<file path="src/rtl/hdb3_enc.sv">
// HDB3 line encoder: NRZ bits in, bipolar BP/BN rails out, four-strobe latency.
// A four-deep symbol delay line lets a B00V substitution reach back to the first zero of the run.
module hdb3_enc #(
  parameter bit INIT_POL = 1'b0
) (
  input  logic clk,
  input  logic rst,
  input  logic din,
  input  logic din_vld,
  output logic BP,
  output logic BN,
  output logic dout_vld
);

  typedef enum logic [1:0] {
    SYM_ZERO = 2'd0,
    SYM_ONE  = 2'd1,
    SYM_V    = 2'd2,
    SYM_B    = 2'd3
  } sym_t;

  sym_t       r_s3, r_s2, r_s1, r_s0;
  logic [1:0] r_zcnt;
  logic       r_odd;
  logic       r_last_pol;

  logic w_sub;
  sym_t w_new;
  sym_t w_s3_next;
  logic w_mark;
  logic w_pol;
  logic w_bp;
  logic w_bn;

  always_comb begin
    w_sub = 1'b0;
    w_new = SYM_ZERO;
    if (din) begin
      w_new = SYM_ONE;
    end else if (r_zcnt == 2'd3) begin
      w_sub = 1'b1;
      w_new = SYM_V;
    end
    // B00V: the run's first zero is in s2, on its way into s3
    w_s3_next = (w_sub && !r_odd) ? SYM_B : r_s2;
  end

  // Polarity 0 drives BP, 1 drives BN; a violation repeats the last mark's polarity
  always_comb begin
    w_mark = (r_s3 == SYM_ONE) || (r_s3 == SYM_B);
    w_pol  = w_mark ? ~r_last_pol : r_last_pol;
    w_bp   = (r_s3 != SYM_ZERO) && !w_pol;
    w_bn   = (r_s3 != SYM_ZERO) && w_pol;
  end

  always_ff @(posedge clk or posedge rst) begin
    if (rst) begin
      r_s3       <= SYM_ZERO;
      r_s2       <= SYM_ZERO;
      r_s1       <= SYM_ZERO;
      r_s0       <= SYM_ZERO;
      r_zcnt     <= 2'd0;
      r_odd      <= 1'b0;
      r_last_pol <= ~INIT_POL;
      BP         <= 1'b0;
      BN         <= 1'b0;
      dout_vld   <= 1'b0;
    end else begin
      dout_vld <= din_vld;
      if (din_vld) begin
        BP   <= w_bp;
        BN   <= w_bn;
        r_s3 <= w_s3_next;
        r_s2 <= r_s1;
        r_s1 <= r_s0;
        r_s0 <= w_new;
        if (w_mark) begin
          r_last_pol <= ~r_last_pol;
        end
        if (din || w_sub) begin
          r_zcnt <= 2'd0;
        end else begin
          r_zcnt <= r_zcnt + 2'd1;
        end
        if (w_sub) begin
          r_odd <= 1'b0;
        end else if (din) begin
          r_odd <= ~r_odd;
        end
      end
    end
  end

endmodule

</file>
<file path="config.mk">
export PLATFORM = sky130hd
export DESIGN_NAME = hdb3_enc
export DESIGN_NICKNAME = d
export VERILOG_FILES = /design/src/rtl/hdb3_enc.sv
export SDC_FILE = /design/constraint.sdc
export NUM_CORES = 1
export LEC_CHECK = 0
export ABC_CLOCK_PERIOD_IN_PS = 3020
export CAP_MARGIN = 40
export CORE_MARGIN = 2
export CORE_UTILIZATION = 43
export CTS_CLUSTER_SIZE = 14
export DETAILED_ROUTE_END_ITERATION = 7
export PLACE_DENSITY_LB_ADDON = 0.3
export REMOVE_ABC_BUFFERS = 1
export SLEW_MARGIN = 10
export SYNTH_ARGS = -nofsm -noshare
export SYNTH_HDL_FRONTEND = slang
export SYNTH_SLANG_ARGS = --single-unit
</file>
<file path="constraint.sdc">
create_clock -name clk -period 3.02 [get_ports clk]
set_clock_uncertainty 0.2 [all_clocks]
set_input_delay 0.302 -clock clk [delete_from_list [all_inputs] [get_ports clk]]
set_output_delay 0.302 -clock clk [all_outputs]
set_load 0.05 [all_outputs]
</file>
==> results of run 1 <==
state kept, by name, summed over array words and instances (netlist names):
register and flops:
r_odd 1, r_s2 2, r_s1 2, r_s3 2
dout_vld 1, r_zcnt 2, BN 1, r_last_pol 1
BP 1, r_s0 2
cell families after synthesis:
family | Yosys count | synth area share, %
and+or+nand+nor | 16 | 13.1
DFF | 15 | 60.8
adders and majority gates | 1 | 2.02
buffers and inverters | 8 | 5.66
AOI/OAI and AO/OA | 10 | 9.90
xor gates and xnor gates | 1 | 1.41
muxes | 4 | 7.07
metal layers:
layer	vias to the layer above	wire length [µm]	GRT usage [%]	share of wire, %
met5	-	0	0	0
met4	0	0	7.74	0
met3	0	36	6.96	4.6
met2	7	326	14.7	41
met1	170	424	15.0	54
li1	200	-	-	-
power groups by stage:
stage	combinational, mW	clock [mW]	sequential, mW
6_report	0.115	0.110	0.264
5_1_grt	0.126	0.127	0.271
3_3_place_gp	0.114	0	0.268
3_5_place_dp	0.116	0	0.269
4_1_cts	0.116	0.117	0.265
2_1_floorplan	0.0520	0	0.296
worst paths after layout:
check,cells past startpoint,slack [ns],startpoint,endpoint
hold / removal,2,0.17,rst,r_s0[1]$_DFFE_PP0P_
min in group clk,1,0.27,r_odd$_DFFE_PP0P_,r_odd$_DFFE_PP0P_
setup / recovery,1,1.10,BP$_DFFE_PP0P_,BP
hold reg to reg,1,0.27,r_odd$_DFFE_PP0P_,r_odd$_DFFE_PP0P_
setup reg to reg,3,1.60,r_zcnt[0]$_DFFE_PP0P_,r_s3[1]$_DFFE_PP0P_
max in group asynchronous,2,2.08,rst,r_last_pol$_DFFE_PP1P_
cell type report:
cell class                 instances  area, µm²  share of cell area, %
tap                               15       18.8                   2.64
multi-input combinational         32        208                   29.2
inverter                           6       22.5                   3.16
sequential                        15        377                   52.9
timing repair buffer               6       60.1                   8.44
clock buffer                       4       26.3                   3.69
per-stage QoR:
| stage | area (µm²) | power (mW) |
|---|---|---|
| final | 712 | 0.489 |
| after global placement | 686 | 0.382 |
| after floorplan | 607 | 0.348 |
| after global routing | 712 | 0.523 |
| after CTS | 712 | 0.497 |
| after detailed placement | 686 | 0.385 |
synth_stat cells (2+ instances only):
| cell | number |
|---|---|
| mux2_2 | 3 |
| inv_1 | 6 |
| dfrtp_1 | 14 |
| nor2_1 | 4 |
| nand2_1 | 6 |
| o21ai_0 | 4 |
| or3b_1 | 2 |
| nand3b_1 | 2 |
| a31oi_1 | 4 |
==> metrics, run 1 <==
Combinational Power Share=23.5%; Final Util=54.0%; VDD IR-drop max=between 200 and 300 µV; Die Ht=around 42 µm; Die ar.=about 0.0018 mm²; Pleak=approximately 0.31 nW; insertion delay to the later sink of the worst-skew pair=0.27 ns; Yosys reg bits=15; # clock sinks=15; Pins Over Slew Limit=0; final WL=787 µm; port bufs=6; Final Non-Filler Cells=just under 80; antenna violations before repair=0; Clock power frac=between 20 and 25%; sequential share of power=54.1%; antenna cell count=0; pwr/cell area=687 mW/mm²; Post-synth EDFFs=0; total track usage=a little under an eighth; most common cell after layout, fill and taps aside=dfrtp_1; CP bufs+invs=1; Avg WL per Cell=slightly above 10 µm; Yosys top cell area share=between 50% and 60%; final setup fails=0; RSZ-0062 raised after global routing=false; drc violations=0; pre-CTS WS=~1.0 ns; CTS Buf Count=3; largest cells by area after synthesis=dfrtp_1 57%, mux2_2 5.5%, dfstp_2 4.2%; placed insts=74; run status=finished, final reports clean; HPWL Detailed=531 µm; final setup margin=around 1.1 ns; Initial Util=47.0%; kind of critical path=flop to output pin; Synth Flop Type=dfrtp_1; CP max stage delay=approximately 0.80 ns; critical path arrival=roughly 1.4 ns; final hold violation count=0; Yosys cell types=19; Nets=about 70; fmax=approximately 520 MHz; IO Count=7; vias=roughly 380; row count=13; vias in the first global route=~350; Final period util=between 60% and 70%; ANT nets after route=0; vias per cell=between 4 and 5; crit-path cells=clkdlybuf4s50_1; Slowest-stage cell, CP=clkdlybuf4s50_1; Post-Syn Area=a little over 600 µm²; Slew HR=52.3%; root buf cell=clkbuf_4; Sw Share=between 30% and 40%; maximum root-to-sink buffer count=2; Clock transition at path regs=around 0.080 ns; Syn Inst Count=between 50 and 60; delay-heaviest family, CP=buffers and inverters; die width=42.0 µm; largest area contributor in the netlist=dfrtp_1; most frequent cells in the layout=14 x dfrtp_1, 6 x inv_1, 6 x nand2_1, 6 x clkdlybuf4s50_1; TritonCTS clock tree=yes; synth warn=0; P_int=around 0.34 mW; async set-reset flop share out of synthesis=100%; hold crit path type=primary input to asynchronous set/reset pin; Placer Congestion=between 0.6 and 0.7; Post-CTS Setup Bufs=0; Area Overhead vs Synth=14.9%; DR pass1 iterations=2; TNS Setup=0 ns; Avg Inst Size Synth=11.3 µm²; WHS=about 0.17 ns; slew at the pin closest to its max-slew limit=between 0.7 and 0.8 ns; Tmin final=between 1.5 and 2 ns; CP endpoint kind=output pin; ratio of cells with drive above 1 in the final layout=roughly 11%; hold buffers post-CTS=0; aggregate global routing overflow=0; post-CTS sizing=0; core area=between 0.001 and 0.0015 mm²; Max Cap Viol=0; first-pass GRT wire length=1.48 mm; post-synthesis sequential area ratio=about three fifths; Fill cells=110; Critical Path RT=2.52 ns; largest fanout on the critical path=2; Critical Path Start Type=flop; Initial DRC Count=4; pin count of the biggest net entering global routing=25; switching power=between 0.1 and 0.15 mW; H-Tree Depth=1
Power figures use the tool's default switching activity.
==> inputs of run 2 (changes only) <==
Settings changed: ABC_CLOCK_PERIOD_IN_PS 3020 to 2000.
Clock period 3.02 ns to 2 ns, I/O delays scaled along.
==> run 2 against run 1 <==
Compared with the run above: die area stayed put; register-to-register slack worse by 1.1 ns; hold slack got worse by 0.10 ns; largest cell class unchanged; flip-flop and latch count is the same; non-clock buffer count grew 1; sequential power rose by 53%; via count is 8.0% higher.
==> metrics, run 2 (synthesized netlist as in run 1, its figures left out) <==
slew at the pin closest to its max-slew limit=approximately 0.56 ns; row count=13; # clock sinks=15; Placer Congestion=between 0.7 and 0.8; Initial Util=47.0%; CP bufs+invs=1; CP endpoint kind=output pin; most frequent cells in the layout=14 x dfrtp_1, 6 x inv_1, 6 x nand2_1, 6 x clkdlybuf4s50_1; RSZ-0062 raised after global routing=false; vias=just over 400; core area=about 0.0013 mm²; Die Ht=42.0 µm; antenna violations before repair=0; vias per cell=a little over 5; pin count of the biggest net entering global routing=17; fmax=around 540 MHz; drc violations=0; TritonCTS clock tree=yes; hold buffers post-CTS=0; IO Count=7; insertion delay to the later sink of the worst-skew pair=between 0.2 and 0.3 ns; H-Tree Depth=1; Pleak=about 0.32 nW; ANT nets after route=0; TNS Setup=0 ns; Clock transition at path regs=roughly 0.08 ns; area post-placement=693 µm²; run status=finished, final reports clean; Critical Path Start Type=flop; port bufs=6; CP max stage delay=roughly 0.80 ns; post-route cell area=719 µm²; HPWL Detailed=approximately 620 µm; DR pass1 iterations=4; Avg WL per Cell=approximately 12 µm; delay-heaviest family, CP=buffers and inverters; antenna cell count=0; total track usage=12.8%; largest fanout on the critical path=2; die width=approximately 42 µm; Max Cap Viol=0; Fill cells=roughly 110; Die ar.=0.00176 mm²; aggregate global routing overflow=0; Initial DRC Count=10; Tmin final=about 1.8 ns; root buf cell=clkbuf_4; hold crit path type=primary input to asynchronous set/reset pin; vias in the first global route=361; pwr/cell area=1040 mW/mm²; Critical Path RT=approximately 1.6 ns; Pins Over Slew Limit=0; Slew HR=62.9%; crit-path cells=clkdlybuf4s50_1; post-CTS sizing=0; Final period util=around nine tenths; ratio of cells with drive above 1 in the final layout=approximately an eighth; kind of critical path=flop to output pin; first-pass GRT wire length=1.61 mm; Post-CTS Setup Bufs=0; final WL=911 µm; final hold violation count=0; maximum root-to-sink buffer count=2; VDD IR-drop max=about 440 µV; critical path arrival=between 1 and 1.5 ns; Area Overhead vs Synth=16.2%; CTS Buf Count=3; Slowest-stage cell, CP=clkdlybuf4s50_1; most common cell after layout, fill and taps aside=dfrtp_1; final setup fails=0; Nets=70
run 2: cell count changes in the layout (fill, tap and decap cells not counted):
cell   change
buf_4      +1
run 2: layout make-up:
class	instances	area (µm²)	share of cell area (%)
clock buffer	4	26.3	3.65
multi-input combinational	32	208	28.9
timing repair buffer	7	67.6	9.39
tap	15	18.8	2.61
sequential	15	377	52.3
inverter	6	22.5	3.13
run 2: per-stage QoR:
stage               util, %  hold slack (ns)  std cells  setup slack [ns]  total power [mW]
floorplan                 -          -0.0992         53             0.653             0.525
global placement       52.6            0.264         75             0.277             0.580
detailed placement     52.6            0.278         75             0.303             0.586
CTS                    54.6           0.0859         79             0.144             0.757
global route           54.6            0.103         79             0.109             0.795
finish                 54.6           0.0652         79             0.161             0.745
run 2: final timing paths:
kind	startpoint	cells after the start	slack (ns)	to
setup / recovery	BN$_DFFE_PP0P_	1	0.16	BN
hold / removal	rst	2	0.07	BP$_DFFE_PP0P_
setup reg to reg	r_zcnt[0]$_DFFE_PP0P_	3	0.55	r_s3[1]$_DFFE_PP0P_
hold reg to reg	r_s1[0]$_DFFE_PP0P_	2	0.29	r_s2[0]$_DFFE_PP0P_
max in group asynchronous	rst	2	1.17	r_last_pol$_DFFE_PP1P_
min in group clk	r_s1[0]$_DFFE_PP0P_	2	0.29	r_s2[0]$_DFFE_PP0P_
run 2: worst reg2reg max path, stage by stage, from the launching register on:
cell and delay [ns]:
dfrtp_1 0.38, ha_1 0.23, or3b_1 0.39, a31oi_1 0.18
run 2: layer usage:
layer	share of wire [%]	wire length, µm	up-vias	global-route usage (%)
met5	0	0	-	0
met4	1.2	11	0	9.68
met3	5.5	50	2	4.35
met2	44	399	11	17.8
met1	49	449	190	16.2
li1	-	-	204	-
run 2: power breakdown:
| group | leakage [nW] | switching [mW] | internal (mW) |
|---|---|---|---|
| registers | 0.185 | 0.0393 | 0.364 |
| clock network | 0.0150 | 0.0896 | 0.0773 |
| logic | 0.119 | 0.0983 | 0.0773 |
| total | 0.320 | 0.227 | 0.518 |
==> inputs of run 3 (changes only) <==
Settings changed: RECOVER_POWER set to 50.
==> run 3 against run 2 <==
Compared with the run above: critical path depth is the same; final cell count unchanged; hold slack improved by 0.14 ns; maximum frequency did not move; via count unchanged; design area is the same; clock-buffer cell count did not move; first-iteration DRC count is the same; die area is the same; sequential share of layout area unchanged; global-route usage did not move; clock power is essentially flat; critical endpoint unchanged.
==> metrics, run 3 (synthesized netlist as in run 1, its figures left out) <==
Pleak=0.320 nW; final hold violation count=0; run status=finished, final reports clean; H-Tree Depth=1; worst r2r src=r_zcnt[0]$_DFFE_PP0P_; final WL=~910 µm; post-CTS sizing=0; Final Power=between 0.7 and 0.8 mW; Slowest-stage cell, CP=clkdlybuf4s50_1; Combinational Power Share=23.5%; antenna violations before repair=0; IO Count=7; crit-path cells=clkdlybuf4s50_1; vias=407; Initial DRC Count=10; total track usage=12.8%; ANT nets after route=0; Initial Util=a little under half; sequential share of power=54.1%; Sw Share=a little under a third; vias in the first global route=around 360; pin count of the biggest net entering global routing=17; drc violations=0; die width=approximately 42 µm; maximum root-to-sink buffer count=2; Final Non-Filler Cells=a little under 80; fmax=544 MHz; Critical Path RT=~1.6 ns; Final period util=approximately 92%; DR pass1 iterations=4; insertion delay to the later sink of the worst-skew pair=between 0.2 and 0.3 ns; Placer Congestion=~0.72; largest fanout on the critical path=2; pwr/cell area=a little over 1000 mW/mm²; TritonCTS clock tree=yes; hold buffers post-CTS=0; ratio of cells with drive above 1 in the final layout=about an eighth; Post-CTS Setup Bufs=0; hold crit path type=primary input to asynchronous set/reset pin; CP endpoint kind=output pin; CTS Buf Count=3; Slew HR=a little over three fifths; most frequent cells in the layout=14 x dfrtp_1, 6 x inv_1, 6 x nand2_1; crit path from=BN$_DFFE_PP0P_; Critical Path Start Type=flop; Pins Over Slew Limit=0; P_int=approximately 0.52 mW; Nets=70; delay-heaviest family, CP=buffers and inverters; CP bufs+invs=1; row count=13; core area=approximately 0.0013 mm²; Final Util=54.6%; antenna cell count=0; slew at the pin closest to its max-slew limit=about 0.56 ns; final setup fails=0; most common cell after layout, fill and taps aside=dfrtp_1; first-pass GRT wire length=1.61 mm; kind of critical path=flop to output pin; Avg WL per Cell=~12 µm; VDD IR-drop max=about 440 µV; critical path arrival=between 1 and 1.5 ns; switching power=between 0.2 and 0.25 mW; Die Ht=42.0 µm; Tmin final=1.84 ns; port bufs=6; TNS Setup=0 ns; HPWL Detailed=around 620 µm; Clock power frac=between 20% and 30%; CP max stage delay=approximately 0.80 ns; placed insts=75; aggregate global routing overflow=0; RSZ-0062 raised after global routing=false; Die ar.=about 0.0018 mm²; Clock transition at path regs=around 0.080 ns; Fill cells=105; Max Cap Viol=0; Area Overhead vs Synth=16.2%; vias per cell=between 5 and 6; root buf cell=clkbuf_4; # clock sinks=15
[run 3: cell types whose count changed in the layout (fill, tap and decap cells not counted), sizes merged]
cell           delta
clkdlybuf4s50     -2
dlygate4sd3       +2
[run 3: through the flow]
step                setup slack [ns]  hold slack [ns]  instance area, µm²
detailed placement             0.303            0.278                 693
finish                         0.161            0.202                 719
CTS                            0.144           0.0859                 719
global placement               0.277            0.264                 693
global route                   0.109            0.240                 719
floorplan                      0.653          -0.0992                 607
[run 3: worst paths after layout]
check | to | slack [ns] | cells after the start
min in group clk | r_s2[0]$_DFFE_PP0P_ | 0.29 | 2
setup / recovery | BN | 0.16 | 1
setup reg to reg | r_s3[1]$_DFFE_PP0P_ | 0.55 | 3
max in group asynchronous | r_last_pol$_DFFE_PP1P_ | 1.03 | 2
hold / removal | BP$_DFFE_PP0P_ | 0.20 | 2
hold reg to reg | r_s2[0]$_DFFE_PP0P_ | 0.29 | 2
[run 3: layer usage]
metal	global-route usage, %	up-vias	wire (µm)
met1	16.2	190	448
met4	9.68	0	11
met3	4.35	2	50
met5	0	-	0
met2	17.8	11	399
li1	-	204	-
[run 3: cell type report]
class                      instances  area (µm²)  area share, %
clock buffer                       4        26.3           3.65
inverter                           6        22.5           3.13
multi-input combinational         32         208           28.9
sequential                        15         377           52.3
tap                               15        18.8           2.61
timing repair buffer               7        67.6           9.39
[run 3: power by group through the flow]
stage / registers, mW / clock network [mW] / logic, mW
finish: 0.403 / 0.167 / 0.175
global route: 0.412 / 0.190 / 0.193
CTS: 0.404 / 0.175 / 0.178
detailed placement: 0.409 / 0 / 0.177
global placement: 0.407 / 0 / 0.173
floorplan: 0.446 / 0 / 0.0785
